<file path="src/rtl/btn_event_ctrl.sv">
`default_nettype none
// +----------------------------------------------------------------------------+
// | btn_event_ctrl: per-channel debounce plus a press / auto-repeat event port |
// | Auto-repeat logic is built only when BTN_AUTOREPEAT_EN is defined.         |
// | Revision: 1.0                                                              |
// +----------------------------------------------------------------------------+
module btn_event_ctrl #(
    parameter int NUM_BTNS        = 4,
    parameter int DEBOUNCE_CYCLES = 1_000_000,
    parameter int REPEAT_DELAY    = 50_000_000,
    parameter int REPEAT_PERIOD   = 10_000_000,
    localparam int ID_W           = (NUM_BTNS > 1) ? $clog2(NUM_BTNS) : 1
) (
    input  logic                clk_in,
    input  logic                rst_n_in,
    input  logic [NUM_BTNS-1:0] btn_in,
    output logic [NUM_BTNS-1:0] level_out,
    output logic                event_valid_out,
    output logic [ID_W-1:0]     event_id_out,
    output logic                event_repeat_out,
    input  logic                event_ready_in,
    output logic [NUM_BTNS-1:0] drop_out
);

    localparam int DB_W = $clog2(DEBOUNCE_CYCLES + 1);

    logic [NUM_BTNS-1:0] r_sync1, r_sync2, r_level, r_level_d;
    logic [DB_W-1:0]     r_db_cnt [NUM_BTNS];
    logic [NUM_BTNS-1:0] r_pend, r_pend_rep, r_drop;
    logic                r_valid, r_rep;
    logic [ID_W-1:0]     r_id;

    logic [NUM_BTNS-1:0] w_rise, w_fire, w_set, w_clr, w_drop;
    logic [ID_W-1:0]     w_sel;
    logic                w_any, w_load;

    always_ff @(posedge clk_in or negedge rst_n_in) begin
        if (!rst_n_in) begin
            r_sync1   <= '0;
            r_sync2   <= '0;
            r_level   <= '0;
            r_level_d <= '0;
            for (int i = 0; i < NUM_BTNS; i++) r_db_cnt[i] <= '0;
        end else begin
            r_sync1   <= btn_in;
            r_sync2   <= r_sync1;
            r_level_d <= r_level;
            for (int i = 0; i < NUM_BTNS; i++) begin
                if (r_sync2[i] != r_level[i]) begin
                    // The count that would reach DEBOUNCE_CYCLES flips the level instead.
                    if (r_db_cnt[i] == DB_W'(DEBOUNCE_CYCLES - 1)) begin
                        r_db_cnt[i] <= '0;
                        r_level[i]  <= ~r_level[i];
                    end else begin
                        r_db_cnt[i] <= r_db_cnt[i] + 1'b1;
                    end
                end else begin
                    r_db_cnt[i] <= '0;
                end
            end
        end
    end

    assign w_rise = r_level & ~r_level_d;

    generate
        for (genvar g = 0; g < NUM_BTNS; g++) begin : g_rpt
`ifdef BTN_AUTOREPEAT_EN
            localparam int RPT_MAX = (REPEAT_DELAY > REPEAT_PERIOD) ? REPEAT_DELAY : REPEAT_PERIOD;
            localparam int RPT_W   = $clog2(RPT_MAX + 1);
            localparam logic [1:0] S_IDLE   = 2'd0;
            localparam logic [1:0] S_HOLD   = 2'd1;
            localparam logic [1:0] S_REPEAT = 2'd2;

            logic [1:0]       r_state, w_next;
            logic [RPT_W-1:0] r_rcnt;
            logic             w_fire_ch;

            always_ff @(posedge clk_in or negedge rst_n_in) begin
                if (!rst_n_in) begin
                    r_state <= S_IDLE;
                    r_rcnt  <= '0;
                end else begin
                    r_state <= w_next;
                    if (w_next == S_IDLE || w_next != r_state || w_fire_ch)
                        r_rcnt <= '0;
                    else
                        r_rcnt <= r_rcnt + 1'b1;
                end
            end

            always_comb begin
                w_next = r_state;
                case (r_state)
                    S_IDLE:   if (w_rise[g]) w_next = S_HOLD;
                    S_HOLD:   if (!r_level[g]) w_next = S_IDLE;
                              else if (w_fire_ch) w_next = S_REPEAT;
                    S_REPEAT: if (!r_level[g]) w_next = S_IDLE;
                    default:  w_next = S_IDLE;
                endcase
            end

            // Gated by the level so a release never yields a trailing repeat.
            always_comb begin
                w_fire_ch = 1'b0;
                if (r_level[g]) begin
                    if (r_state == S_HOLD && r_rcnt == RPT_W'(REPEAT_DELAY - 1))
                        w_fire_ch = 1'b1;
                    else if (r_state == S_REPEAT && r_rcnt == RPT_W'(REPEAT_PERIOD - 1))
                        w_fire_ch = 1'b1;
                end
            end

            assign w_fire[g] = w_fire_ch;
`else
            assign w_fire[g] = 1'b0;
`endif
        end
    endgenerate

    assign w_set  = w_rise | w_fire;
    assign w_any  = |r_pend;
    assign w_load = ~r_valid | event_ready_in;

    always_comb begin
        w_sel = '0;
        for (int i = NUM_BTNS - 1; i >= 0; i--) begin
            if (r_pend[i]) w_sel = ID_W'(i);
        end
    end

    always_comb begin
        w_clr = '0;
        if (w_load && w_any) w_clr[w_sel] = 1'b1;
    end

    // A set landing on a bit being cleared this cycle is a fresh entry, not a coalesce.
    assign w_drop = w_set & r_pend & ~w_clr;

    always_ff @(posedge clk_in or negedge rst_n_in) begin
        if (!rst_n_in) begin
            r_pend     <= '0;
            r_pend_rep <= '0;
            r_drop     <= '0;
            r_valid    <= 1'b0;
            r_id       <= '0;
            r_rep      <= 1'b0;
        end else begin
            r_pend     <= (r_pend & ~w_clr) | w_set;
            r_pend_rep <= (r_pend_rep & ~w_set) | w_fire;
            r_drop     <= w_drop;
            if (w_load) begin
                r_valid <= w_any;
                if (w_any) begin
                    r_id  <= w_sel;
                    r_rep <= r_pend_rep[w_sel];
                end
            end
        end
    end

    assign level_out        = r_level;
    assign event_valid_out  = r_valid;
    assign event_id_out     = r_id;
    assign event_repeat_out = r_rep;
    assign drop_out         = r_drop;

endmodule
`default_nettype wire

</file>
<file path="config.mk">
export PLATFORM = sky130hd
export DESIGN_NAME = btn_event_ctrl
export DESIGN_NICKNAME = d
export VERILOG_FILES = /design/src/rtl/btn_event_ctrl.sv
export SDC_FILE = /design/constraint.sdc
export NUM_CORES = 1
export LEC_CHECK = 0
export CORE_MARGIN = 10
export CORE_UTILIZATION = 50
export CTS_BUF_LIST = sky130_fd_sc_hd__clkbuf_16
export CTS_CLUSTER_DIAMETER = 200
export DETAILED_ROUTE_END_ITERATION = 16
export PLACE_DENSITY_LB_ADDON = 0.15
export SYNTH_ARGS = -nofsm -noshare
export SYNTH_HDL_FRONTEND = slang
export SYNTH_SLANG_ARGS = --single-unit
</file>
<file path="constraint.sdc">
create_clock -name clk_in -period 4.1 [get_ports clk_in]
set_clock_uncertainty 0.1 [all_clocks]
set_input_delay 0.82 -clock clk_in [delete_from_list [all_inputs] [get_ports clk_in]]
set_output_delay 0.82 -clock clk_in [all_outputs]
set_load 0.02 [all_outputs]
</file>
* After elaboration in Yosys (flattened, before gate mapping)
Cells that the tools add are included.
Cells by class: $add $sub $neg 4, magnitude comparators 2, eq/ne operators 8, multiplexer cells 17, bitwise gates (word level) 15, reduce and logical (&&, ||, !) cells 8
Operators by type and width (count):
- two-way mux 20 bit | 8
- adder 20 x 1 -> 20 bit (second input constant) | 4
- equality test 20 bit (second input constant) | 4
- AND 4 bit | 5
- inverter 4 bit | 3
- AND reduction 2 bit | 5
- two-way mux 2 bit | 4
- inverter 1 bit | 5
- two-way mux 4 bit | 1
- inequality test 1 bit | 4
- OR 4 bit | 1
- OR reduction 4 bit | 1
- < comparator 2 x 3 -> 1 bit (second input constant) | 1
- binary-select mux 1 bit (select 2 bit) | 1
- demux 1 bit (select 2 bit) | 1
- >= comparator 2 x 1 -> 1 bit (second input constant) | 1
- logical AND 1 bit | 2
- two-way mux 1 bit | 2
- OR 1 bit | 1
Storage, ports and cells: register bits 112, input bits 7, output and inout port bits 12, word-level logic and storage cells 71

* Longest topological paths before layout
depth in word-level cells 12, depth in mapped cells 6, depth with buffers taken out 5

* Least setup slack after synthesis
OpenSTA, ideal clock, no wires.
path kind register to register, start register r_db_cnt[20] (netlist name), end register r_db_cnt[38] (netlist name), setup time 80 ps, arrival time 1893 ps, data required time 3920 ps, path slack 2027 ps, stages on the path, launching flop included 7, path buffers 1, period minus slack after synthesis 2073 ps, cells stage by stage dfrtp_1 > ha_1 > nand2_1 > or4_1 > buf_2 > or4_1 > a21oi_1
On the way: word-level cells in the longest chain between the ends 3, elaborated cells on any way between the ends 4, those cells by class 1 x add/sub; 1 x eq/ne; 2 x mux
Ends and longest elaborated chain:
- start: declaration | line 28 | logic [DB_W-1:0] r_db_cnt [NUM_BTNS];
- start signal: indexed assignment | line 55 | r_db_cnt[i] <= r_db_cnt[i] + 1'b1;
- adder 20 x 1 -> 20 bit / equality test 20 bit (equally long branches) | line 55, 51
- two-way mux 20 bit * | line 51 | if (r_db_cnt[i] == DB_W'(DEBOUNCE_CYCLES - 1)) begin
- two-way mux 20 bit * | line 49 | if (r_sync2[i] != r_level[i]) begin
Every way passes the cells marked *; elsewhere a longest branch is shown, timed or not. A chain may end at the register's enable or synchronous reset.

* Worst setup path in the final report
start register r_level[3] (netlist: level_out[3]), end output level_out[3]
RTL lines:
- start: declaration | line 27 | logic [NUM_BTNS-1:0] r_sync1, r_sync2, r_level, r_level_d;
- start signal: indexed assignment | line 53 | r_level[i] <= ~r_level[i];
- end: declaration | line 17 | output logic [NUM_BTNS-1:0] level_out,
No word-level cell between the ends.

==> reports/metrics.csv <==
stage,metric,value,unit
synth,number of synthesized flops with an enable pin,0,
global_routing,vias in the first global route,3531,
critical_path,CP Max Fanout,5,
critical_path,CP required,3.18,ns
placed_design,DP Wirelength,6.42,mm
route,Via density,5.51,
synth,Seq cells post-synth,112,
sta,Final min period,2.36,ns
critical_path,critical path class,reg -> out,
layout,Nets,540,
placed_design,"worst slack, placed",1.88,ns
global_routing,antenna violations before repair,0,
floorplanning,die area,14600,µm²
hold_path,Hold WC Path Type,reg -> reg,
critical_path,worst path cell trace,clkdlybuf4s50_1,
clocking,Clock Sinks,112,
sta,sum of negative setup slack,0,ns
pwr,P per Cell Area,356,nW/µm²
global_routing,gr ovfl total,0,
clocking,CTS Hold Buffers Added,0,
layout,Layout fillers,871,
route,Detail Route Antenna Nets,0,
sta,"Slew Viols, Final",0,
clocking,# resized after CTS,0,
synth,syn_area_per_cell,10.1,µm²
route,vias,3672,
floorplanning,site row count,36,
floorplanning,Core Area,9860,µm²
layout,antenna cells,0,
layout,most frequent cells in the layout,"dfrtp_1, nor2_1, nand3_1, a21oi_1, nand2_1",
critical_path,"Buf+Inv Stages, Crit Path",1,
critical_path,Critical Path Sink Type,primary output,
synth,"Seq/Total Area, Yosys",54.9,%
sta,Tightest Pin Transition,0.763,ns
synth,fraction of registers with async set/reset,100,%
layout,Util after Layout,57.8,%
floorplanning,die width,121,µm
clocking,post-CTS setup buffers,0,
critical_path,crit-path leading delay family,buffers and inverters,
clocking,clk buf depth,2,
global_routing,largest net degree at the start of global routing,61,
route,DRC viols,0,
sta,final hold violation count,0,
synth,Mapped Nets,517,
sta,RSZ-0062 raised after global routing,no,
route,DRT Pass-1 Iters,4,
route,met1 WL,4.43,mm
pwr,LEAKAGE,0.00235,µW
floorplanning,# IOs,19,
critical_path,Worst path max stage delay,0.65,ns
layout,Finished Layout Cells,666,
synth,Mapped Cells,506,
sta,Relative slew margins,49.1,%
placed_design,I/O Buffers,18,
global_routing,first-pass GRT wire length,16.6,mm
layout,area of the multi-input gates,2210,µm²
layout,Layout area overhead,11.7,%
critical_path,Worst path slowest cell,clkdlybuf4s50_1,
synth,Ys Warns,0,
synth,synthesized cell area,5100,µm²
run_status,status,"finished, final reports clean",
clocking,clock root buffer master,clkbuf_16,
clocking,"Reg clk slew, reported paths",0.07,ns
clocking,H-Tree Depth,3,
sta,maximum clock rate,0.424,GHz
route,metal2 WL,4.28,mm
clocking,TritonCTS clock tree,done,
layout,share of layout cells above drive strength 1,5.63,%
floorplanning,Initial Util,51.7,%
route,final wirelength,9.22,mm
route,met3 routed WL,422,µm
layout,"commonest non-fill, non-tap cell in the layout",dfrtp_1,
route,top layer in use,met4,
pwr,peak supply drop,244,µV
critical_path,CP arrival,1.44,ns
critical_path,startpoint types,flip-flop,
job,MaxCap Viol Count,0,
placed_design,placed cells,651,
route,initial DRC count,246,
clocking,Num CTS Buffers,9,
placed_design,GP Congestion,0.839,
layout,FF/Latch Area,2800,µm²
sta,final setup margin,1.74,ns
synth,dominant synthesized flop cell,dfrtp_1,
clocking,latest clock arrival within the worst-skew pair,0.34,ns
sta,final setup fails,0,
sta,final clock period utilization by the worst path,57.5,%
global_routing,GRT Total Usage,13.7,%
route,WL/cell,13.8,µm
floorplanning,chip height,121,µm
synth,Synth cell types,36,
## logic make-up (layout without fill, tap and decap cells)
group,Yosys count,count (layout),share of synthesized area (%)
buffers and inverters,23,50,1.79
AO/OA/AOI/OAI,71,71,8.19
AND/OR/NAND/NOR,244,244,25.0
XOR/XNOR,48,48,8.24
multiplexers,4,4,0.883
adder cells (fa/ha/maj),4,4,0.981
flip-flops,112,112,54.9
## per-layer routing
layer	track usage [%]	vias up
li1	-	1844
met1	18.0	1771
met2	21.2	50
met3	4.51	7
met4	3.62	0
met5	0	-
## metrics by stage
| stage | hold slack (ns) | total power [µW] | instance area, µm² |
|---|---|---|---|
| 3_3_place_gp | 0.234 | 1270 | 5440 |
| 6_report | 0.249 | 2030 | 5700 |
| 4_1_cts | 0.251 | 2060 | 5700 |
| 3_5_place_dp | 0.235 | 1270 | 5440 |
| 2_1_floorplan | 0.231 | 1210 | 5100 |
| 5_1_grt | 0.256 | 2120 | 5700 |
## layout make-up
type                       count  share of cell area [%]
clock buffer                   9                    3.95
clock inverter                 6                   0.637
inverter                      12                   0.790
multi-input combinational    371                    38.8
sequential                   112                    49.2
tap                          133                    2.92
timing repair buffer          23                    3.78
## path summary, 6_finish.rpt
| kind | startpoint | endpoint | slack [ns] | cells past startpoint |
|---|---|---|---|---|
| setup / recovery | level_out[3]$_DFFE_PN0P_ | level_out[3] | 1.74 | 1 |
| hold / removal | r_sync1[1]$_DFF_PN0_ | r_sync2[1]$_DFF_PN0_ | 0.25 | 0 |
| setup reg to reg | r_db_cnt[76]$_DFF_PN0_ | r_db_cnt[71]$_DFF_PN0_ | 1.86 | 4 |
| hold reg to reg | r_sync1[1]$_DFF_PN0_ | r_sync2[1]$_DFF_PN0_ | 0.25 | 0 |
| max in group asynchronous | rst_n_in | r_db_cnt[42]$_DFF_PN0_ | 2.58 | 2 |
| min in group asynchronous | rst_n_in | r_db_cnt[23]$_DFF_PN0_ | 0.43 | 1 |
## flip-flops by register name (all words and copies together), names as in the netlist
register / cells
event_valid_out: 1
event_repeat_out: 1
r_db_cnt: 80
r_pend: 4
r_sync2: 4
r_sync1: 4
drop_out: 4
level_out: 4
event_id_out: 2
r_level_d: 4
r_pend_rep: 4
## cells in the mapped netlist (9+ instances only)
master,number,area share (%)
nand4_1,18,2.2
a21oi_1,34,3.3
or3_1,18,2.2
nor2_1,65,4.8
nor3_1,13,1.3
inv_1,12,0.88
and3_1,13,1.6
and2_1,9,1.1
nand3_1,34,3.3
nand2_1,33,2.4
or4_1,13,1.9
dfrtp_1,112,55
o21ai_0,22,2.2
xnor2_1,24,4.1
xor2_1,24,4.1
## power breakdown
part / total, µW / switching, µW / internal, µW
combinational: 101 / 63.6 / 37.7
sequential: 1150 / 19.8 / 1130
clock: 783 / 377 / 406
total: 2030 / 460 / 1570
Power figures use the tool's default switching activity.
